File: config.mk
export PLATFORM = sky130hd
export DESIGN_NAME = muldiv_div_unit_flat
export DESIGN_NICKNAME = d
export VERILOG_FILES = /design/src/rtl/muldiv_div_unit_pkg.sv /design/src/rtl/muldiv_div_unit_if.sv /design/src/rtl/muldiv_div_unit_adder.sv /design/src/rtl/muldiv_div_unit.sv /design/src/flat_wrapper.sv
export SDC_FILE = /design/constraint.sdc
export NUM_CORES = 1
export LEC_CHECK = 0
export ABC_CLOCK_PERIOD_IN_PS = 5660
export CORE_MARGIN = 3
export CORE_UTILIZATION = 29
export CTS_CLUSTER_SIZE = 8
export DETAILED_ROUTE_END_ITERATION = 10
export GPL_TIMING_DRIVEN = 0
export HOLD_SLACK_MARGIN = 0.03
export PLACE_DENSITY = 0.5
export SLEW_MARGIN = 15
export SYNTH_ARGS = -nofsm -noshare
export SYNTH_HDL_FRONTEND = slang
export SYNTH_SLANG_ARGS = --single-unit
File: constraint.sdc
create_clock -name i_clk -period 5.66 [get_ports i_clk]
set_input_delay 1.132 -clock i_clk [delete_from_list [all_inputs] [get_ports i_clk]]
set_output_delay 1.132 -clock i_clk [all_outputs]
set_load 0.02 [all_outputs]
File: src/rtl/muldiv_div_unit_pkg.sv
// Shared types and constants for the iterative RV32M divider.
package muldiv_pkg;

    localparam int DATA_W = 32;
    localparam int DIV_ITERS = 32;

    localparam logic [DATA_W-1:0] DIV_BY_ZERO_Q = 32'hFFFF_FFFF;
    localparam logic [DATA_W-1:0] INT_MIN       = 32'h8000_0000;

    // funct3[1:0] encodings of the four divide instructions
    localparam logic [1:0] OP_DIV  = 2'b00;
    localparam logic [1:0] OP_DIVU = 2'b01;
    localparam logic [1:0] OP_REM  = 2'b10;
    localparam logic [1:0] OP_REMU = 2'b11;

    typedef enum logic [2:0] {
        IDLE  = 3'd0,
        ABS_A = 3'd1,
        ABS_B = 3'd2,
        ITER  = 3'd3,
        FIX   = 3'd4,
        DONE  = 3'd5
    } div_state_e;

    function automatic logic is_signed_op(input logic [1:0] op);
        return (op == OP_DIV) || (op == OP_REM);
    endfunction

    function automatic logic is_rem_op(input logic [1:0] op);
        return (op == OP_REM) || (op == OP_REMU);
    endfunction

endpackage

File: src/rtl/muldiv_div_unit_if.sv
// Request and response handshakes between issue, the divider and writeback.
// Both directions use valid/ready: a transfer happens on a clock edge where
// valid and ready are both high; the sender holds its payload stable while
// valid is high and ready is low, and valid never waits on ready.
interface muldiv_div_unit_if
    import muldiv_pkg::*;
#(
    parameter int TAG_W = 5
);
    logic              i_valid;
    logic              o_ready;
    logic [1:0]        i_op;
    logic [DATA_W-1:0] i_rs1;
    logic [DATA_W-1:0] i_rs2;
    logic [TAG_W-1:0]  i_rd_addr;
    logic              o_valid;
    logic              i_ready;
    logic [DATA_W-1:0] o_result;
    logic [TAG_W-1:0]  o_rd_addr;

    // Issue/writeback side
    modport master (
        output i_valid, i_op, i_rs1, i_rs2, i_rd_addr, i_ready,
        input  o_ready, o_valid, o_result, o_rd_addr
    );

    // Divider side
    modport slave (
        input  i_valid, i_op, i_rs1, i_rs2, i_rd_addr, i_ready,
        output o_ready, o_valid, o_result, o_rd_addr
    );
endinterface

File: src/rtl/muldiv_div_unit_adder.sv
// 32-bit adder/subtractor shared by the divider: sel=1 gives a - b with
// carry_out=1 meaning no borrow (a >= b unsigned).
module adder_32bit (
    input  logic [31:0] a,
    input  logic [31:0] b,
    input  logic        sel,
    output logic [31:0] sum,
    output logic        carry_out
);
    logic [31:0] b_eff;

    // Invert b and inject a carry for subtraction
    always_comb begin
        b_eff = sel ? ~b : b;
        {carry_out, sum} = {1'b0, a} + {1'b0, b_eff} + 33'(sel);
    end
endmodule

File: src/rtl/muldiv_div_unit.sv
// Radix-2 restoring divider for DIV/DIVU/REM/REMU. Operands are made
// non-negative first, 32 restore steps produce quotient and remainder,
// then the selected value is sign-corrected through the same adder.
module muldiv_div_unit
    import muldiv_pkg::*;
#(
    parameter int TAG_W = 5
) (
    input  logic              i_clk,
    input  logic              i_rst_n,
    input  logic              i_flush,
    muldiv_div_unit_if.slave  bus,
    output logic              o_busy,
    output div_state_e        o_state
);
    div_state_e        state;
    logic [1:0]        op_q;
    logic [DATA_W-1:0] dvd_q;
    logic [DATA_W-1:0] dvs_q;
    logic [DATA_W-1:0] rem_q;
    logic [DATA_W-1:0] quo_q;
    logic [DATA_W-1:0] result_q;
    logic [TAG_W-1:0]  tag_q;
    logic [4:0]        count_q;
    logic              sign_a_q;
    logic              sign_b_q;
    logic              valid_q;

    logic [DATA_W-1:0] add_a;
    logic [DATA_W-1:0] add_b;
    logic              add_sel;
    logic [DATA_W-1:0] add_sum;
    logic              add_cout;

    logic [DATA_W-1:0] rs_shift;
    logic              success;
    logic [DATA_W-1:0] fix_val;
    logic              fix_neg;
    logic              div_zero;
    logic              ovf;
    logic [DATA_W-1:0] special_val;

    adder_32bit u_adder (
        .a         (add_a),
        .b         (add_b),
        .sel       (add_sel),
        .sum       (add_sum),
        .carry_out (add_cout)
    );

    // Restore-step operand, success flag, final selection and special cases
    always_comb begin
        rs_shift = {rem_q[DATA_W-2:0], dvd_q[count_q]};
        // A set msb means the shifted remainder already exceeds any divisor
        success  = rem_q[DATA_W-1] | add_cout;
        fix_val  = is_rem_op(op_q) ? rem_q : quo_q;
        fix_neg  = is_signed_op(op_q) &
                   (is_rem_op(op_q) ? sign_a_q : (sign_a_q ^ sign_b_q));
        div_zero = (bus.i_rs2 == '0);
        ovf      = is_signed_op(bus.i_op) && (bus.i_rs1 == INT_MIN) &&
                   (bus.i_rs2 == '1);
        if (div_zero) begin
            special_val = is_rem_op(bus.i_op) ? bus.i_rs1 : DIV_BY_ZERO_Q;
        end else begin
            special_val = is_rem_op(bus.i_op) ? '0 : INT_MIN;
        end
    end

    // Adder operand mux; inputs are parked at zero when the adder is unused
    always_comb begin
        add_a   = '0;
        add_b   = '0;
        add_sel = 1'b0;
        case (state)
            ABS_A: begin
                add_b   = dvd_q;
                add_sel = 1'b1;
            end
            ABS_B: begin
                add_b   = dvs_q;
                add_sel = 1'b1;
            end
            ITER: begin
                add_a   = rs_shift;
                add_b   = dvs_q;
                add_sel = 1'b1;
            end
            FIX: begin
                add_b   = fix_val;
                add_sel = 1'b1;
            end
            default: begin
                add_sel = 1'b0;
            end
        endcase
    end

    // Control FSM and datapath registers
    always_ff @(posedge i_clk) begin
        if (!i_rst_n) begin
            state    <= IDLE;
            op_q     <= '0;
            dvd_q    <= '0;
            dvs_q    <= '0;
            rem_q    <= '0;
            quo_q    <= '0;
            result_q <= '0;
            tag_q    <= '0;
            count_q  <= '0;
            sign_a_q <= 1'b0;
            sign_b_q <= 1'b0;
            valid_q  <= 1'b0;
        end else if (i_flush) begin
            state   <= IDLE;
            valid_q <= 1'b0;
        end else begin
            case (state)
                IDLE: begin
                    if (bus.i_valid) begin
                        op_q     <= bus.i_op;
                        dvd_q    <= bus.i_rs1;
                        dvs_q    <= bus.i_rs2;
                        tag_q    <= bus.i_rd_addr;
                        sign_a_q <= is_signed_op(bus.i_op) & bus.i_rs1[DATA_W-1];
                        sign_b_q <= is_signed_op(bus.i_op) & bus.i_rs2[DATA_W-1];
                        if (div_zero || ovf) begin
                            result_q <= special_val;
                            valid_q  <= 1'b1;
                            state    <= DONE;
                        end else begin
                            state <= ABS_A;
                        end
                    end
                end
                ABS_A: begin
                    if (sign_a_q) dvd_q <= add_sum;
                    state <= ABS_B;
                end
                ABS_B: begin
                    if (sign_b_q) dvs_q <= add_sum;
                    rem_q   <= '0;
                    quo_q   <= '0;
                    count_q <= 5'(DIV_ITERS - 1);
                    state   <= ITER;
                end
                ITER: begin
                    rem_q <= success ? add_sum : rs_shift;
                    // Quotient bits arrive msb first, so shifting in lands q[count]
                    quo_q <= {quo_q[DATA_W-2:0], success};
                    if (count_q == '0) begin
                        state <= FIX;
                    end else begin
                        count_q <= count_q - 5'd1;
                    end
                end
                FIX: begin
                    result_q <= fix_neg ? add_sum : fix_val;
                    valid_q  <= 1'b1;
                    state    <= DONE;
                end
                DONE: begin
                    if (bus.i_ready) begin
                        valid_q <= 1'b0;
                        state   <= IDLE;
                    end
                end
                default: begin
                    state <= IDLE;
                end
            endcase
        end
    end

    assign bus.o_ready   = (state == IDLE);
    assign bus.o_valid   = valid_q;
    assign bus.o_result  = result_q;
    assign bus.o_rd_addr = tag_q;
    assign o_busy        = (state != IDLE);
    assign o_state       = state;

endmodule

File: src/flat_wrapper.sv
// flat-port wrapper written by rule: the top's interface ports become plain ports
module muldiv_div_unit_flat import muldiv_pkg::*;
#(
    parameter int TAG_W = 5
)
  (i_clk, i_rst_n, i_flush, o_busy, o_state, bus_i_valid, bus_i_op, bus_i_rs1, bus_i_rs2, bus_i_rd_addr, bus_i_ready, bus_o_ready, bus_o_valid, bus_o_result, bus_o_rd_addr);
  muldiv_div_unit_if #(.TAG_W(TAG_W)) bus_i ();
  input  logic i_clk;
  input  logic i_rst_n;
  input  logic i_flush;
  output logic o_busy;
  output div_state_e o_state;
  input wire logic [$bits(bus_i.i_valid)-1:0] bus_i_valid;
  input wire logic [$bits(bus_i.i_op)-1:0] bus_i_op;
  input wire logic [$bits(bus_i.i_rs1)-1:0] bus_i_rs1;
  input wire logic [$bits(bus_i.i_rs2)-1:0] bus_i_rs2;
  input wire logic [$bits(bus_i.i_rd_addr)-1:0] bus_i_rd_addr;
  input wire logic [$bits(bus_i.i_ready)-1:0] bus_i_ready;
  output wire logic [$bits(bus_i.o_ready)-1:0] bus_o_ready;
  output wire logic [$bits(bus_i.o_valid)-1:0] bus_o_valid;
  output wire logic [$bits(bus_i.o_result)-1:0] bus_o_result;
  output wire logic [$bits(bus_i.o_rd_addr)-1:0] bus_o_rd_addr;
  assign bus_i.i_valid = bus_i_valid;
  assign bus_i.i_op = bus_i_op;
  assign bus_i.i_rs1 = bus_i_rs1;
  assign bus_i.i_rs2 = bus_i_rs2;
  assign bus_i.i_rd_addr = bus_i_rd_addr;
  assign bus_i.i_ready = bus_i_ready;
  assign bus_o_ready = bus_i.o_ready;
  assign bus_o_valid = bus_i.o_valid;
  assign bus_o_result = bus_i.o_result;
  assign bus_o_rd_addr = bus_i.o_rd_addr;
  muldiv_div_unit #(.TAG_W(TAG_W)) u_core (.i_clk(i_clk), .i_rst_n(i_rst_n), .i_flush(i_flush), .bus(bus_i), .o_busy(o_busy), .o_state(o_state));
endmodule
After elaboration in Yosys (flattened, before gate mapping)
Index checks and enable logic that the tools add are counted.

$add $sub $neg: 3. $lt $le $gt $ge: 1. Equal/unequal tests: 18. Multiplexer cells: 35. Bitwise operators: 8. Reductions and logical operators: 29.

Operators by type and width (count): 32-bit 2-to-1 mux (14); 32-bit case mux with 2 select lines (5); 32-bit case mux with 3 select lines (1); 32-bit equality test, second input constant (2); 32-bit by 32-bit adder with 33-bit output (1); 33-bit by 1-bit adder with 33-bit output (1); 32-bit zero test (1); 32-bit inverter (1); 3-bit case mux with 6 select lines (1); 4-bit AND reduction (4); 3-bit 2-to-1 mux (4); 5-bit case mux with 2 select lines (1); 3-bit AND reduction (3); 2-bit equality test, second input constant (4); 2-bit by 1-bit != test with 1-bit output, second input constant (4); 2-bit nonzero test (4); 3-bit by 2-bit equality test with 1-bit output, second input constant (2); 3-bit equality test, second input constant (2); 5-bit by 6-bit less-than comparator with 1-bit output, second input constant (1); 1-bit 2-to-1 mux (6); 2-bit != test, second input constant (3); 3-bit nonzero test (2); 1-bit binary-select mux with 5-bit select (1); 5-bit zero test (1); 15 further kinds (25).

Register bits after elaboration: 178. Output and inout port bits: 43.

Longest topological paths before layout
Gate-level depths: netlist of run 1.

Depth after elaboration: 11. Depth in mapped cells: 23. Depth with buffers taken out: 19.

Modules after synthesis
From an unflattened synthesis of run 1, not the netlist that was laid out.

Cell total of the unflattened synthesis: 1565. Area total of the unflattened synthesis: 12623.4 µm².

Modules (own cells, without submodules): muldiv_div_unit (times used 1, cells each 1265, area an instance 10522.6 µm²); adder_32bit (times used 1, cells each 300, area an instance 2100.8 µm²).

Worst setup path before layout of run 1
OpenSTA, ideal clock, no wires.

Path type: reg2reg. From: register u_core.op_q[1]. To: register u_core.rem_q[5]. Arrival time: 4037 ps. Data required time: 5531 ps. Path slack: 1494 ps. Stages on the path, launching flop included: 20. Clock period less this slack: 4166 ps. Path through: dfxtp_1 clkbuf_1 clkbuf_1 buf_1 mux2i_1 nand2_1 o21a_1 fa_1 nor2b_1 o21a_1 o21ai_1 a211o_1 a21oi_1 o211a_1 o2111ai_1 and2_1 buf_2 buf_2 a32oi_1 o21ai_0.

Cells in the longest elaborated chain, start to end: 11.

Ends and longest elaborated chain: start, declared (line muldiv_div_unit.sv:17) `logic [1:0] op_q;`; start signal, assigned (line muldiv_div_unit.sv:120) `op_q <= bus.i_op;`; 2-bit equality test (line muldiv_div_unit_pkg.sv:30) `return (op == OP_REM) || (op == OP_REMU);`; 1-bit logical OR (*) (line muldiv_div_unit_pkg.sv:30); 32-bit 2-to-1 mux (*) (line muldiv_div_unit.sv:56) `fix_val = is_rem_op(op_q) ? rem_q : quo_q;`; 32-bit case mux with 3 select lines (*) (line muldiv_div_unit.sv:74) `case (state)`; 32-bit inverter (line muldiv_div_unit_adder.sv:14) `b_eff = sel ? ~b : b;`; 32-bit 2-to-1 mux (*) (line muldiv_div_unit_adder.sv:14); 32-bit by 32-bit adder with 33-bit output (*) (line muldiv_div_unit_adder.sv:15) `{carry_out, sum} = {1'b0, a} + {1'b0, b_eff} + 33'(sel);`; 33-bit by 1-bit adder with 33-bit output (*) (line muldiv_div_unit_adder.sv:15); 1-bit bitwise OR (line muldiv_div_unit.sv:55) `success = rem_q[DATA_W-1] | add_cout;`; 32-bit 2-to-1 mux (*) (line muldiv_div_unit.sv:147) `rem_q <= success ? add_sum : rs_shift;`; 32-bit case mux with 2 select lines (*) (line muldiv_div_unit.sv:117) `case (state)`; end signal, assigned (line muldiv_div_unit.sv:147); end, declared (line muldiv_div_unit.sv:20) `logic [DATA_W-1:0] rem_q;`.

Mark *: on every way between the ends. The rest lies on a longest branch, timed or not. A chain may end at the register's enable or synchronous reset.

Worst setup path in the final report of run 1
From: register u_core.count_q[0]. To: register u_core.dvs_q[30].

Cells in the longest elaborated chain, start to end: 7.

Ends and longest elaborated chain: start, declared (line muldiv_div_unit.sv:24) `logic [4:0] count_q;`; start signal, assigned (line muldiv_div_unit.sv:143) `count_q <= 5'(DIV_ITERS - 1);`; start signal, assigned (line muldiv_div_unit.sv:153) `count_q <= count_q - 5'd1;`; 1-bit binary-select mux with 5-bit select (line muldiv_div_unit.sv:53) `rs_shift = {rem_q[DATA_W-2:0], dvd_q[count_q]};`; 1-bit 2-to-1 mux (not written as such) (line muldiv_div_unit.sv:53); 32-bit 2-to-1 mux (line muldiv_div_unit.sv:74); 32-bit by 32-bit adder with 33-bit output (line muldiv_div_unit_adder.sv:15); 33-bit by 1-bit adder with 33-bit output (line muldiv_div_unit_adder.sv:15); 32-bit 2-to-1 mux (line muldiv_div_unit.sv:140) `if (sign_b_q) dvs_q <= add_sum;`; 32-bit case mux with 2 select lines (line muldiv_div_unit.sv:117); end signal, assigned (line muldiv_div_unit.sv:122) `dvs_q <= bus.i_rs2;`; end signal, assigned (line muldiv_div_unit.sv:140); end, declared (line muldiv_div_unit.sv:19) `logic [DATA_W-1:0] dvs_q;`.

No other way between the ends. The select of a mux whose other input is x is not followed.

==> results of run 1 <==
-- power groups by stage --
stage / clock network, mW / registers, mW / logic [mW]
floorplan: 0 / 1.34 / 0.304
global placement: 0 / 1.34 / 0.598
detailed placement: 0 / 1.34 / 0.598
CTS: 1.29 / 1.32 / 0.600
global route: 1.32 / 1.32 / 0.649
finish: 1.29 / 1.32 / 0.620
-- area by class of cell --
type	count	share of cell area, %
flip-flops and latches	178	25.4
multi-input cells	1215	52.3
well taps	518	4.61
clock buffers	18	3.12
clock inverters	14	1.08
plain buffers	128	3.81
inverters	50	1.34
repair buffers	118	8.37
-- registers in the layout, indices dropped and copies added (netlist names), 3 cells and up --
name                  cells
u_core.bus.o_rd_addr      5
u_core.bus.o_result      32
u_core.count_q            5
u_core.dvd_q             32
u_core.dvs_q             32
u_core.o_state            3
u_core.quo_q             32
u_core.rem_q             32
-- worst min-delay path, stage by stage, from the launching register on --
cell and delay [ns]:
dfxtp_1 0.32, nand2_1 0.05, a21oi_1 0.05
-- placed cells by master, fill, tap and decap left out, drive strengths merged, types with 15 or more instances in the layout --
| master | n |
|---|---|
| ha | 33 |
| a211oi | 23 |
| mux2i | 38 |
| dfxtp | 178 |
| buf | 27 |
| nor2 | 114 |
| inv | 55 |
| a31oi | 27 |
| a221oi | 15 |
| nor4 | 16 |
| and3 | 42 |
| o22ai | 33 |
| nand2b | 19 |
| xnor2 | 15 |
| nand3 | 76 |
| clkbuf | 120 |
| a21oi | 193 |
| a21o | 27 |
| o211ai | 27 |
| a311oi | 18 |
| o21ai | 129 |
| nand2 | 194 |
| mux2 | 32 |
| clkdlybuf4s50 | 116 |
-- metal layers --
metal	global-route usage, %	vias to the layer above
met2	45.0	674
met1	38.4	6398
met3	3.92	87
met4	9.43	0
met5	0	-
li1	-	6001
-- final timing paths --
kind,to,slack (ns),cells after the start
max,u_core.dvs_q[30],0.06,21
min,u_core.dvs_q[24],0.46,2
max reg2reg,u_core.dvs_q[30],0.06,21
min reg2reg,u_core.dvs_q[24],0.46,2
-- kinds of logic (layout without fill, tap and decap cells) --
kind of cell,after synthesis,in the layout,synth area share [%]
AND/OR/NAND/NOR,529,529,21.4
adder cells (fa/ha/maj),34,34,3.73
flip-flops,178,178,30.7
buffers and inverters,179,328,6.17
multiplexers,70,70,6.39
AO/OA/AOI/OAI,553,553,29.4
XOR/XNOR,29,29,2.19
-- what timing repair did --
item,4_1_cts,5_1_grt
pin swaps,1,0
endpoints found under the setup margin,73,37
buffers inserted,1,0
gates resized for setup,7,7
cloned,0,0
-- stage by stage --
| stage | util [%] | instance area (um^2) | setup slack (ns) | hold slack (ns) | setup TNS [ns] |
|---|---|---|---|---|---|
| after floorplan | - | 11600 | 1.49 | 0.429 | 0 |
| after global placement | 34.3 | 13400 | -1.10 | 0.446 | -36.15 |
| after detailed placement | 34.3 | 13400 | -1.02 | 0.449 | -29.61 |
| after CTS | 35.9 | 14000 | 0.0280 | 0.459 | 0 |
| after global routing | 35.9 | 14100 | 0.0116 | 0.492 | 0 |
| final | 35.9 | 14100 | 0.0634 | 0.462 | 0 |
==> results by group, run 1 <==
CTS
  – Clk pin slew, worst setup/hold paths: 0.08 ns
  – Cts bufs inserted: 17
  – Max H-tree Level: 4
  – Longest Clk Path Bufs: 2
  – Clk sink count: 178
  – CTS tree: yes
  – Root Driver: clkbuf_16
  – Clock Latency Late Sink: about 0.46 ns
  – CTS Hold Bufs: 0

Die
  – Die area: roughly 42000 um^2
  – Die W: between 200 and 250 um
  – DIE HEIGHT: 206 um
  – Area of the core: between 30000 and 40000 um^2
  – Initial Utilization: between 20 and 30%
  – # rows: 72
  – Ports: between 100 and 150

Critical path
  – RR Startpoint: u_core.count_q[0]
  – CP startpoint: u_core.count_q[0]
  – CP bufs+invs: 2
  – CP max FO: 10
  – Setup crit end kind: flop
  – CP required: between 5 and 6 ns
  – CP arrival: ~6 ns
  – Crit path max-delay cell type: o211ai_1
  – Crit start category: flop
  – Crit Path Class: reg2reg
  – CP peak stage delay: around 0.50 ns
  – Worst path cell trace: buf_4 -> buf_4 -> mux2i_1 -> nand2_1 -> nand3_1 -> nand4_1 -> a21o_1 -> a22oi_1 -> nor2_1 -> a21oi_1 -> fa_1 -> nor2b_1 -> o21a_1 -> o21ai_1 -> a211o_1 -> a21oi_1 -> o211ai_1 -> a211oi_1 -> nor3_4 -> xor2_1 -> a311oi_1
  – Cell family with most CP delay: compound AO/OA/AOI/OAI gates

Logic synthesis
  – Syn_nets: around 1700
  – Top cells by count, synth: nand2_1 (194), a21oi_1 (193), dfxtp_1 (178)
  – Yosys top cell by area: dfxtp_1
  – Cell count after synthesis: ~1600
  – Seq/Total Area, Yosys: a little under a third
  – Post-synthesis cell type count: 72
  – Count leader, synth: nand2_1
  – EDFF count, synth: 0
  – Top cells by area, synth: dfxtp_1 (31%), a21oi_1 (8.3%), nand2_1 (6.3%)
  – Post-synthesis register bit count: ~180
  – Mapped Area: approximately 12000 um^2
  – Yosys warnings: 0
  – Syn Area/Cell: about 7.4 um^2
  – Post-synth top area share: a little under a third
  – Main flop type after synthesis: dfxtp_1
  – Ys async rst share: 0%

Placement
  – Placed insts: between 2000 and 2500
  – Routability cong.: a little under 1
  – DPL Wire Length: between 40000 and 50000 um
  – IO Port Bufs: 116

Timing
  – Worst Tran Pin Value: between 0.9 and 1 ns
  – Fmax: approximately 180 MHz
  – Final hold vios: 0
  – Skew final: around 0.013 ns
  – Crit share post-route: between 90% and 100%
  – Setup repair after global routing missed its margin: false
  – Period minus WS final: 5.60 ns
  – # setup viols final: 0
  – Fin. max-slew vios: 0
  – Slew headroom: roughly 34%

Final layout
  – Fraction of layout cells with a size suffix above 1: between 5 and 6%
  – Storage cell area: 3560 um^2
  – P&R area growth vs syn: 21.2%
  – Ant. Diodes: 0
  – Area of the multi-input gates: 7350 um^2
  – Final net count: 1818
  – Fillers: between 4000 and 5000
  – Post-route insts no fill: 2239

Pwr
  – Clock share of power: 39.9%
  – Seq pwr share: approximately two fifths
  – LEAKAGE: a little over 5 nW
  – Internal: about 2.1 mW
  – Overall power: 3.23 mW
  – Power per cell area: approximately 230 nW/um^2
  – Psw: ~1.1 mW
  – Max VDD drop: 0.000173 V
  – Comb pwr share: 19.2%
  – Net Sw Frac: 33.5%

Detailed routing
  – Vias post-DR: around 13000
  – Met2 wire length: 27700 um
  – DRT Wirelength: just over 60000 um
  – Routed length on met3: 4880 um
  – Max layer used: met4
  – Wire per inst: roughly 27 um
  – Post-DRT Antenna Nets: 0
  – # DRC: 0
  – DRT met1 WL: between 20000 and 30000 um
  – Drt first pass iters: 8
  – Vias per Instance: between 5 and 6
  – Initial DRC count: ~1500

Global route
  – Vias in the first global route: roughly 12000
  – Initial antenna violation count: 0
  – All-Layer GR Usage: between 20% and 30%
  – Global-route wire length before repair: about 86000 um
  – Largest net degree at the start of global routing: 17
  – Total grt overflow: 0

Worst hold path
  – Worst hold path type: reg2reg
  – Min-Delay Startpoint: u_core.dvs_q[24]

Outcome
  – Status: finished, final reports clean

Run
  – Maximum Capacitance Violations: 0
(Power assumes the default switching activity.)
==> run 2: changes to the inputs <==
- REMOVE_ABC_BUFFERS: unset -> 1
==> results by group, run 2 (same netlist as run 1, synthesis figures left out) <==
Die
  – # rows: 72 (unchanged)
  – Die W: 206 um (unchanged)
  – Ports: 119 (unchanged)
  – Area of the core: 39100 um^2 (unchanged)
  – Die area: 42400 um^2 (unchanged)
  – Initial Utilization: 29.6% (unchanged)
  – DIE HEIGHT: 206 um (unchanged)

Pwr
  – Seq pwr share: 41.4% (+0.6 points)
  – Max VDD drop: 0.000195 V (+13%)
  – Overall power: 3.21 mW (-0.49%)
  – Clock share of power: 41.5% (+1.6 points)
  – Psw: 1.01 mW (-6.4%)
  – Net Sw Frac: 31.5% (-2.0 points)
  – Comb pwr share: 17.2% (-2.0 points)
  – Power per cell area: 226 nW/um^2 (-1.5%)
  – Internal: 2.20 mW (+2.5%)
  – LEAKAGE: 5.11 nW (+1.2%)

Final layout
  – Final net count: 1720 (-5.4%)
  – Fillers: 4128 (-1.9%)
  – Finished Core Util: 36.3% (+0.38 points)
  – P&R area growth vs syn: 22.5%
  – Final instance area: 14200 um^2 (+1.1%)
  – Post-route insts no fill: 2142 (-4.3%)
  – Most common library cell in the layout ignoring fill and taps: nand2_1
  – Commonest cells after routing, fill and taps aside: nand2_1 (192), a21oi_1 (191), dfxtp_1 (173)
  – Fraction of layout cells with a size suffix above 1: 8.56% (+2.6 points)

CTS
  – Clk pin slew, worst setup/hold paths: 0.08 ns (about the same)
  – CTS tree: yes
  – Root Driver: clkbuf_16
  – CTS Hold Bufs: 0 (unchanged)
  – Clk sink count: 178 (unchanged)
  – Clock Latency Late Sink: 0.46 ns (about the same)
  – Longest Clk Path Bufs: 2 (unchanged)
  – Max H-tree Level: 4 (unchanged)
  – Cts bufs inserted: 17 (unchanged)

Global route
  – Total grt overflow: 0 (unchanged)
  – Largest net degree at the start of global routing: 73 (+56)
  – All-Layer GR Usage: 24.3% (-3.6 points)
  – Initial antenna violation count: 2 (+2)
  – Vias in the first global route: 12145 (+0.41%)
  – Global-route wire length before repair: 77500 um (-9.6%)

Detailed routing
  – Drt first pass iters: 5 (-3)
  – # DRC: 0 (unchanged)
  – Initial DRC count: 1132 (-24%)
  – Post-DRT Antenna Nets: 0 (unchanged)
  – Vias per Instance: 5.88 (about the same)
  – Wire per inst: 24.4 um (-10%)
  – DRT Wirelength: 52400 um (-14%)
  – Vias post-DR: 12593 (-4.3%)

Outcome
  – Status: finished, final reports clean

Timing
  – Setup ws final: 0.183 ns (+0.120 ns)
  – Setup repair after global routing missed its margin: false
  – Skew final: 0.0177 ns (+0.00511 ns)
  – # setup viols final: 0 (unchanged)
  – Period minus WS final: 5.48 ns (-0.120 ns)
  – Slew headroom: 16.3% (-17 points)
  – Setup TNS: 0 ns (unchanged)
  – Worst Tran Pin Value: 1.25 ns (+0.253 ns)
  – Fin. max-slew vios: 0 (unchanged)
  – Fmax: 183 MHz (+2.2%)
  – Final hold vios: 0 (unchanged)
  – Crit share post-route: 96.8% (-2.1 points)
  – Min Hold Slack: 0.466 ns (+0.00448 ns)

Placement
  – IO Port Bufs: 118 (+1.7%)
  – Routability cong.: 0.904 (-8.5%)
  – DPL Wire Length: 36400 um (-25%)
  – Post-placement cell area: 13500 um^2 (+0.85%)
  – Placed insts: 2107 (-4.5%)
  – Pre-CTS setup slack: -0.785 ns (+0.232 ns)

Critical path
  – CP arrival: 5.81 ns (-0.10 ns)
  – Crit start category: flop
  – Setup crit end kind: flop
  – Slack of the worst reg-to-reg path: 0.18 ns (+0.12 ns)
  – CP required: 5.99 ns (+0.02 ns)
  – Crit Path Class: reg2reg
  – CP max FO: 20 (+10)
  – CP startpoint: u_core.count_q[0]
  – RR Startpoint: u_core.count_q[0]

Worst hold path
  – Min-Delay Startpoint: u_core.quo_q[31]
  – Worst hold path type: reg2reg

Run
  – Maximum Capacitance Violations: 0 (unchanged)
run 2: power by group through the flow:
stage | Combinational (mW) | Clock [mW] | Sequential (mW)
3_5_place_dp | 0.538 | 0 | 1.36
4_1_cts | 0.542 | 1.34 | 1.33
5_1_grt | 0.590 | 1.38 | 1.33
3_3_place_gp | 0.495 | 0 | 1.37
2_1_floorplan | 0.268 | 0 | 1.35
6_report | 0.551 | 1.33 | 1.33
run 2: layout make-up:
class | count | area, um^2 | share of cell area, %
Sequential cell | 178 | 3580 | 25.2
Tap cell | 518 | 648 | 4.56
Multi-Input combinational cell | 1217 | 7460 | 52.5
Inverter | 50 | 193 | 1.36
Clock buffer | 17 | 425 | 3.00
Clock inverter | 15 | 193 | 1.36
Timing Repair Buffer | 146 | 1700 | 12.0
Antenna cell | 1 | 2.50 | 0.0176
run 2: metal layers:
metal | global-route usage, % | share of wire, % | vias to the layer above
li1 | - | - | 5818
met1 | 32.1 | 44 | 6178
met2 | 38.6 | 46 | 480
met3 | 4.82 | 6.4 | 111
met4 | 10.6 | 4.0 | 6
met5 | 0.833 | 0.12 | -
run 2: final timing paths:
| check | cells past startpoint | endpoint |
|---|---|---|
| worst min-delay path | 2 | u_core.quo_q[31] |
| worst min register to register | 2 | u_core.quo_q[31] |
| worst max-delay path | 20 | u_core.rem_q[25] |
| worst max register to register | 20 | u_core.rem_q[25] |
run 2: worst max-delay path, stage by stage (launching register included):
cell,delay [ns]
dfxtp_4,0.65
mux2i_1,0.47
a22oi_1,0.12
nand3_1,0.13
nand4_1,0.31
a21o_1,0.28
a22oi_1,0.14
nor2_1,0.06
a21oi_1,0.23
fa_1,0.26
nor2b_1,0.06
o21a_1,0.19
o21ai_1,0.28
a211o_1,0.24
a21oi_2,0.12
o211a_1,0.27
o2111ai_2,0.42
buf_8,0.23
nand2_4,0.28
nand2_2,0.41
o211ai_1,0.14
run 2: what timing repair did:
item,CTS,global route
gates cloned,2,0
pin swaps,1,0
gates resized for setup,6,6
setup buffers,0,0
setup endpoints to repair,35,28
==> run 3: changes to the inputs <==
- CORE_MARGIN: 3 -> unset
==> results by group, run 3 (same netlist as run 1, synthesis figures left out) <==
Critical path
  – Crit path top cell by count: a21oi_1
  – Setup crit end kind: flop
  – Crit path max-delay cell type: dfxtp_4
  – CP required: 5.99 ns (about the same)
  – CP arrival: 5.77 ns (-0.04 ns)
  – Crit Path Class: reg2reg
  – Crit start category: flop
  – Worst path cell trace: mux2i_1 -> a21oi_1 -> nand3_1 -> nand4_1 -> a21o_1 -> a22oi_1 -> nor2_1 -> a21oi_1 -> fa_1 -> nor2b_1 -> o21a_1 -> o21ai_1 -> a211o_1 -> a21oi_2 -> o211a_1 -> o2111ai_2 -> buf_8 -> nand2_4 -> nand2_2 -> o211ai_1
  – CP startpoint: u_core.count_q[0]
  – CP max FO: 20 (unchanged)
  – RR Startpoint: u_core.count_q[0]
  – CP peak stage delay: 0.65 ns (about the same)

Die
  – Die area: 40800 um^2 (-3.8%)
  – Ports: 119 (unchanged)
  – DIE HEIGHT: 202 um (-1.9%)
  – Area of the core: 39000 um^2 (-0.23%)
  – Initial Utilization: 29.7% (+0.068 points)
  – # rows: 72 (unchanged)
  – Die W: 202 um (-1.9%)

Timing
  – # setup viols final: 0 (unchanged)
  – Period minus WS final: 5.44 ns (-0.0391 ns)
  – Crit share post-route: 96.1% (-0.69 points)
  – Fin. max-slew vios: 0 (unchanged)
  – Worst Tran Pin Value: 1.27 ns (+0.0201 ns)
  – Slew headroom: 15.5% (-0.82 points)
  – Skew final: 0.0139 ns (-0.00377 ns)
  – Final hold vios: 0 (unchanged)
  – Min Hold Slack: 0.462 ns (-0.00496 ns)
  – Setup repair after global routing missed its margin: false
  – Fmax: 184 MHz (+0.72%)

Global route
  – All-Layer GR Usage: 24.8% (+0.49 points)
  – Global-route wire length before repair: 76700 um (-1.0%)
  – Vias in the first global route: 12014 (-1.1%)
  – Initial antenna violation count: 0 (-2)
  – Total grt overflow: 0 (unchanged)
  – Largest net degree at the start of global routing: 69 (-5.5%)

CTS
  – Max H-tree Level: 4 (unchanged)
  – CTS tree: yes
  – Cts bufs inserted: 17 (unchanged)
  – Clk sink count: 178 (unchanged)
  – Clk pin slew, worst setup/hold paths: 0.07 ns (about the same)
  – Root Driver: clkbuf_16
  – Longest Clk Path Bufs: 2 (unchanged)
  – CTS Hold Bufs: 0 (unchanged)
  – Clock Latency Late Sink: 0.46 ns (about the same)

Final layout
  – Fraction of layout cells with a size suffix above 1: 8.44% (-0.13 points)
  – Most common library cell in the layout ignoring fill and taps: nand2_1
  – Commonest cells after routing, fill and taps aside: nand2_1 (192), a21oi_1 (191), dfxtp_1 (173)
  – Ant. Diodes: 0 (-1)
  – Final net count: 1722 (+0.12%)
  – P&R area growth vs syn: 21.9%
  – Final instance area: 14100 um^2 (-0.48%)

Pwr
  – LEAKAGE: 5.08 nW (-0.53%)
  – Max VDD drop: 0.000202 V (+3.4%)
  – Power per cell area: 219 nW/um^2 (-2.9%)

Placement
  – Routability cong.: 0.917 (+1.5%)
  – DPL Wire Length: 35900 um (-1.5%)
  – IO Port Bufs: 118 (unchanged)
  – Post-placement cell area: 13500 um^2 (about the same)

Outcome
  – Status: finished, final reports clean

Worst hold path
  – Min-Delay Startpoint: u_core.dvs_q[1]
  – Worst hold path type: reg2reg

Detailed routing
  – Post-DRT Antenna Nets: 0 (unchanged)
  – Drt first pass iters: 6 (+1)
  – # DRC: 0 (unchanged)
  – Vias post-DR: 12541 (-0.41%)
  – DRT Wirelength: 51200 um (-2.2%)
  – Vias per Instance: 5.85 (-0.41%)
  – Wire per inst: 23.9 um (-2.2%)
  – Initial DRC count: 1201 (+6.1%)

Run
  – Maximum Capacitance Violations: 0 (unchanged)
## run 3: cell count changes in the layout (fill, tap and decap cells not counted), moves of 2 or more
cell,delta
clkinvlp_4,+2
clkbuf_1,+2
inv_6,-3
inv_8,-2
buf_2,+2
## run 3: routing by layer
layer	vias to the layer above	global-route usage (%)	part of all wire (%)
met2	468	40.3	46
met5	-	0	0
met1	6158	32.4	44
met3	101	4.05	6.2
li1	5814	-	-
met4	0	10.7	3.7
## run 3: what timing repair did
action                                  in CTS  in global routing
setup buffers                                0                  0
gates cloned                                 2                  0
gates resized for setup                      6                  6
endpoints found under the setup margin      35                 24
pin swaps                                    1                  0
## run 3: cell type report
type                            count  area, um^2
Inverter                           50         193
Sequential cell                   178        3580
Fill cell                        4077       24900
Multi-Input combinational cell   1217        7450
Clock buffer                       19         433
Timing Repair Buffer              148        1700
Tap cell                          518         648
Clock inverter                     12         131
## run 3: where the power goes
part / leakage [nW] / switching [mW] / total, mW / internal [mW]
registers: 1.45 / 0.0372 / 1.33 / 1.29
clock network: 0.275 / 0.572 / 1.22 / 0.652
logic: 3.36 / 0.351 / 0.550 / 0.199
total: 5.08 / 0.960 / 3.10 / 2.14
## run 3: metrics by stage
| step | worst slack [ns] | util (%) | power, mW | setup TNS [ns] | instances |
|---|---|---|---|---|---|
| after CTS | 0.0439 | 36.2 | 3.12 | 0 | 2142 |
| after detailed placement | -0.683 | 34.7 | 1.89 | -13.19 | 2109 |
| final | 0.222 | 36.2 | 3.10 | 0 | 2142 |
| after global routing | 0.0236 | 36.2 | 3.20 | 0 | 2142 |
| after global placement | -5.05 | 33.1 | 1.86 | -509.92 | 2079 |
| after floorplan | -0.676 | - | 1.62 | -18.72 | 1443 |
## run 3: worst max-delay path, delay by kind of cell, from the launching register on
kind,cells,cell delay (ns)
and+or+nand+nor,6,1.16
adders and majority gates,1,0.27
buffers and inverters,1,0.23
muxes,1,0.48
DFF,1,0.65
AOI/OAI and AO/OA,11,2.44
## run 3: path summary, 6_finish.rpt
check	cells past startpoint	slack [ns]	endpoint
setup / recovery	20	0.22	u_core.rem_q[25]
hold / removal	2	0.46	u_core.dvs_q[1]
setup reg to reg	20	0.22	u_core.rem_q[25]
hold reg to reg	2	0.46	u_core.dvs_q[1]
==> RTL edit (flow settings as in run 1) <==
`TAG_W` is set to 5 in 3 places; all go to 7.
--- a/src/rtl/muldiv_div_unit_if.sv
+++ b/src/rtl/muldiv_div_unit_if.sv
@@ -5,7 +5,7 @@
 interface muldiv_div_unit_if
     import muldiv_pkg::*;
 #(
-    parameter int TAG_W = 5
+    parameter int TAG_W = 7
 );
     logic              i_valid;
     logic              o_ready;
--- a/src/rtl/muldiv_div_unit.sv
+++ b/src/rtl/muldiv_div_unit.sv
@@ -4,7 +4,7 @@
 module muldiv_div_unit
     import muldiv_pkg::*;
 #(
-    parameter int TAG_W = 5
+    parameter int TAG_W = 7
 ) (
     input  logic              i_clk,
     input  logic              i_rst_n,
--- a/src/flat_wrapper.sv
+++ b/src/flat_wrapper.sv
@@ -1,7 +1,7 @@
 // flat-port wrapper written by rule: the top's interface ports become plain ports
 module muldiv_div_unit_flat import muldiv_pkg::*;
 #(
-    parameter int TAG_W = 5
+    parameter int TAG_W = 7
 )
   (i_clk, i_rst_n, i_flush, o_busy, o_state, bus_i_valid, bus_i_op, bus_i_rs1, bus_i_rs2, bus_i_rd_addr, bus_i_ready, bus_o_ready, bus_o_valid, bus_o_result, bus_o_rd_addr);
   muldiv_div_unit_if #(.TAG_W(TAG_W)) bus_i ();
Ports: changed (resized bus_i_rd_addr and bus_o_rd_addr); port bits go from 119 to 123. The function was not compared with the original's and may differ.
==> RTL edit against run 1 <==
- global-route usage decreased by 0.90 points
- synthesized area about the same
- design area increased by 0.18%
- synthesized cell count decreased by 0.70%
- hold slack got worse by 0.0092 ns
- worst setup slack improved by 0.19 ns
- sequential cell count increased by 2
- power decreased by 2.6%
- routed wire length decreased by 4.0%
- core utilization increased by 0.064 points
- via count decreased by 2.2%
- largest power group unchanged
==> RTL edit: results (changes against run 1) <==
Status
  – Outcome: finished clean

Clock network
  – Clock-pin slew on the worst setup and hold paths: 0.08 ns (about the same)
  – CTS Buf Count: 17 (unchanged)
  – Root buf cell: clkbuf_16
  – CTS Buffer Depth: 2 (unchanged)
  – Post-CTS setup buffers: 0 (-1)
  – Htree depth: 4 (unchanged)
  – Clock Latency Late Sink: 0.46 ns (about the same)

Global routing
  – First-pass GRT wire length: 83600 µm (-2.4%)
  – Number of global-route vias before repair: 12200 (+1.0%)
  – Total global-route track usage: 0.270 (-0.00896)
  – Largest net degree at the start of global routing: 17 (unchanged)
  – Initial antenna violation count: 0 (unchanged)

Placed design
  – Place WS: -0.169 ns (+0.848 ns)
  – Post-DP HPWL: 47100 µm (-3.5%)
  – Routability Congestion: 0.996 (+0.86%)
  – Dpl cell area: 13500 µm² (+0.39%)
  – IO buf count: 121 (+4.3%)

STA
  – Clock Skews: 0.0133 ns (+0.000711 ns)
  – Worst Tran Pin Value: 1.09 ns (+0.0961 ns)

Logic synthesis
  – Synth cell types: 80 (+11%)
  – Seq/Total Area, Yosys: 0.311 (+0.00319)
  – Synth cell count leaders: 198 x nand2_1, 190 x a21oi_1, 180 x dfxtp_1
  – YS warnings: 0 (unchanged)
  – Post-Syn Area per Cell: 7.43 µm² (+0.79%)
  – Async SR Flop Fraction: 0 (unchanged)
  – Synth top area cells: dfxtp_1 31%, a21oi_1 8.2%, nand2_1 6.4%
  – Net Count, Synth: 1673 (-0.54%)

Layout
  – FILL cells: 4234 (+0.62%)
  – Share of cells above drive strength 1: 0.0613 (+0.00199)
  – Layout Utilization: 0.360 (+0.000640)
  – Fin nets: 1813 (-0.28%)
  – Non-filler cells in the finished layout: 2232 (-0.31%)

Pwr
  – Leak Pwr: 4.90 nW (-2.9%)
  – Maximum ir drop on the vdd rail: 0.000186 V (+7.2%)
  – Switching Fraction: 0.317 (-0.0175)

Routing
  – Drt wl/cell: 26.3 µm (-3.7%)
  – DRT Pass-1 Iters: 8 (unchanged)
  – Via/cell ratio: 5.76 (-1.9%)
  – Post-route ant nets: 0 (unchanged)
  – DRT iter0 DRCs: 1253 (-16%)

Setup path
  – RR Startpoint: u_core.o_state[0]
  – Origin of the worst setup path: u_core.o_state[0]
  – Crit Path Max Fanout: 10 (unchanged)
  – Worst EP arrival: 5.80 ns (-0.11 ns)
  – Critical-path top delay cell: dfxtp_1

Min path
  – Hold Startpoint: u_core.quo_q[31]
  – Path type of the worst min-delay path: reg -> reg
RTL edit: cell types whose count changed in the layout (fill, tap and decap cells not counted), moves of 14 or more:
cell / delta
nor2_1: +31
and3_1: -37
o21ai_1: -17
a21o_1: -14
nand3_1: -23
and2_1: +27
RTL edit: critical path, delay by kind of cell, from the launching register on:
| kind | cells | cell delay (ns) |
|---|---|---|
| adder cells (fa/ha/maj) | 1 | 0.45 |
| buffers and inverters | 4 | 1.45 |
| flip-flops | 1 | 0.49 |
| AND/OR/NAND/NOR | 8 | 2.03 |
| AO/OA/AOI/OAI | 4 | 0.90 |
RTL edit: routing by layer:
metal | part of all wire | track usage
met5 | 0 | 0
met4 | 0.037 | 0.0977
met3 | 0.079 | 0.0487
met2 | 0.44 | 0.425
met1 | 0.44 | 0.372
RTL edit: final cells by class:
type,instances,share of cell area
repair buffers,121,0.0860
plain buffers,119,0.0355
well taps,518,0.0460
inverters,49,0.0131
clock buffers,19,0.0315
flip-flops and latches,180,0.256
clock inverters,13,0.0106
multi-input cells,1213,0.521
RTL edit: cell families after synthesis:
group	after synthesis	synth area share
compound gates	530	0.286
buf+inv	168	0.0582
flops	180	0.311
fa+ha+maj	34	0.0373
xor+xnor	26	0.0203
simple gates	546	0.218
mux	77	0.0698
RTL edit: power by group through the flow:
stage | combinational (mW) | sequential (mW) | clock, mW
floorplan | 0.270 | 1.35 | 0
global placement | 0.533 | 1.36 | 0
detailed placement | 0.532 | 1.36 | 0
CTS | 0.535 | 1.33 | 1.27
global route | 0.577 | 1.33 | 1.32
finish | 0.552 | 1.33 | 1.26
RTL edit: worst paths after layout:
path / to / slack (ns) / depth (start not counted)
min reg2reg: u_core.quo_q[31] / 0.45 / 2
max reg2reg: u_core.rem_q[22] / 0.25 / 17
max: u_core.rem_q[22] / 0.25 / 17
min: u_core.quo_q[31] / 0.45 / 2
RTL edit: what timing repair did:
item,CTS,global route
endpoints found under the hold margin,0,0
hold buffers,0,0
gates resized for setup,3,10
setup endpoints to repair,24,16
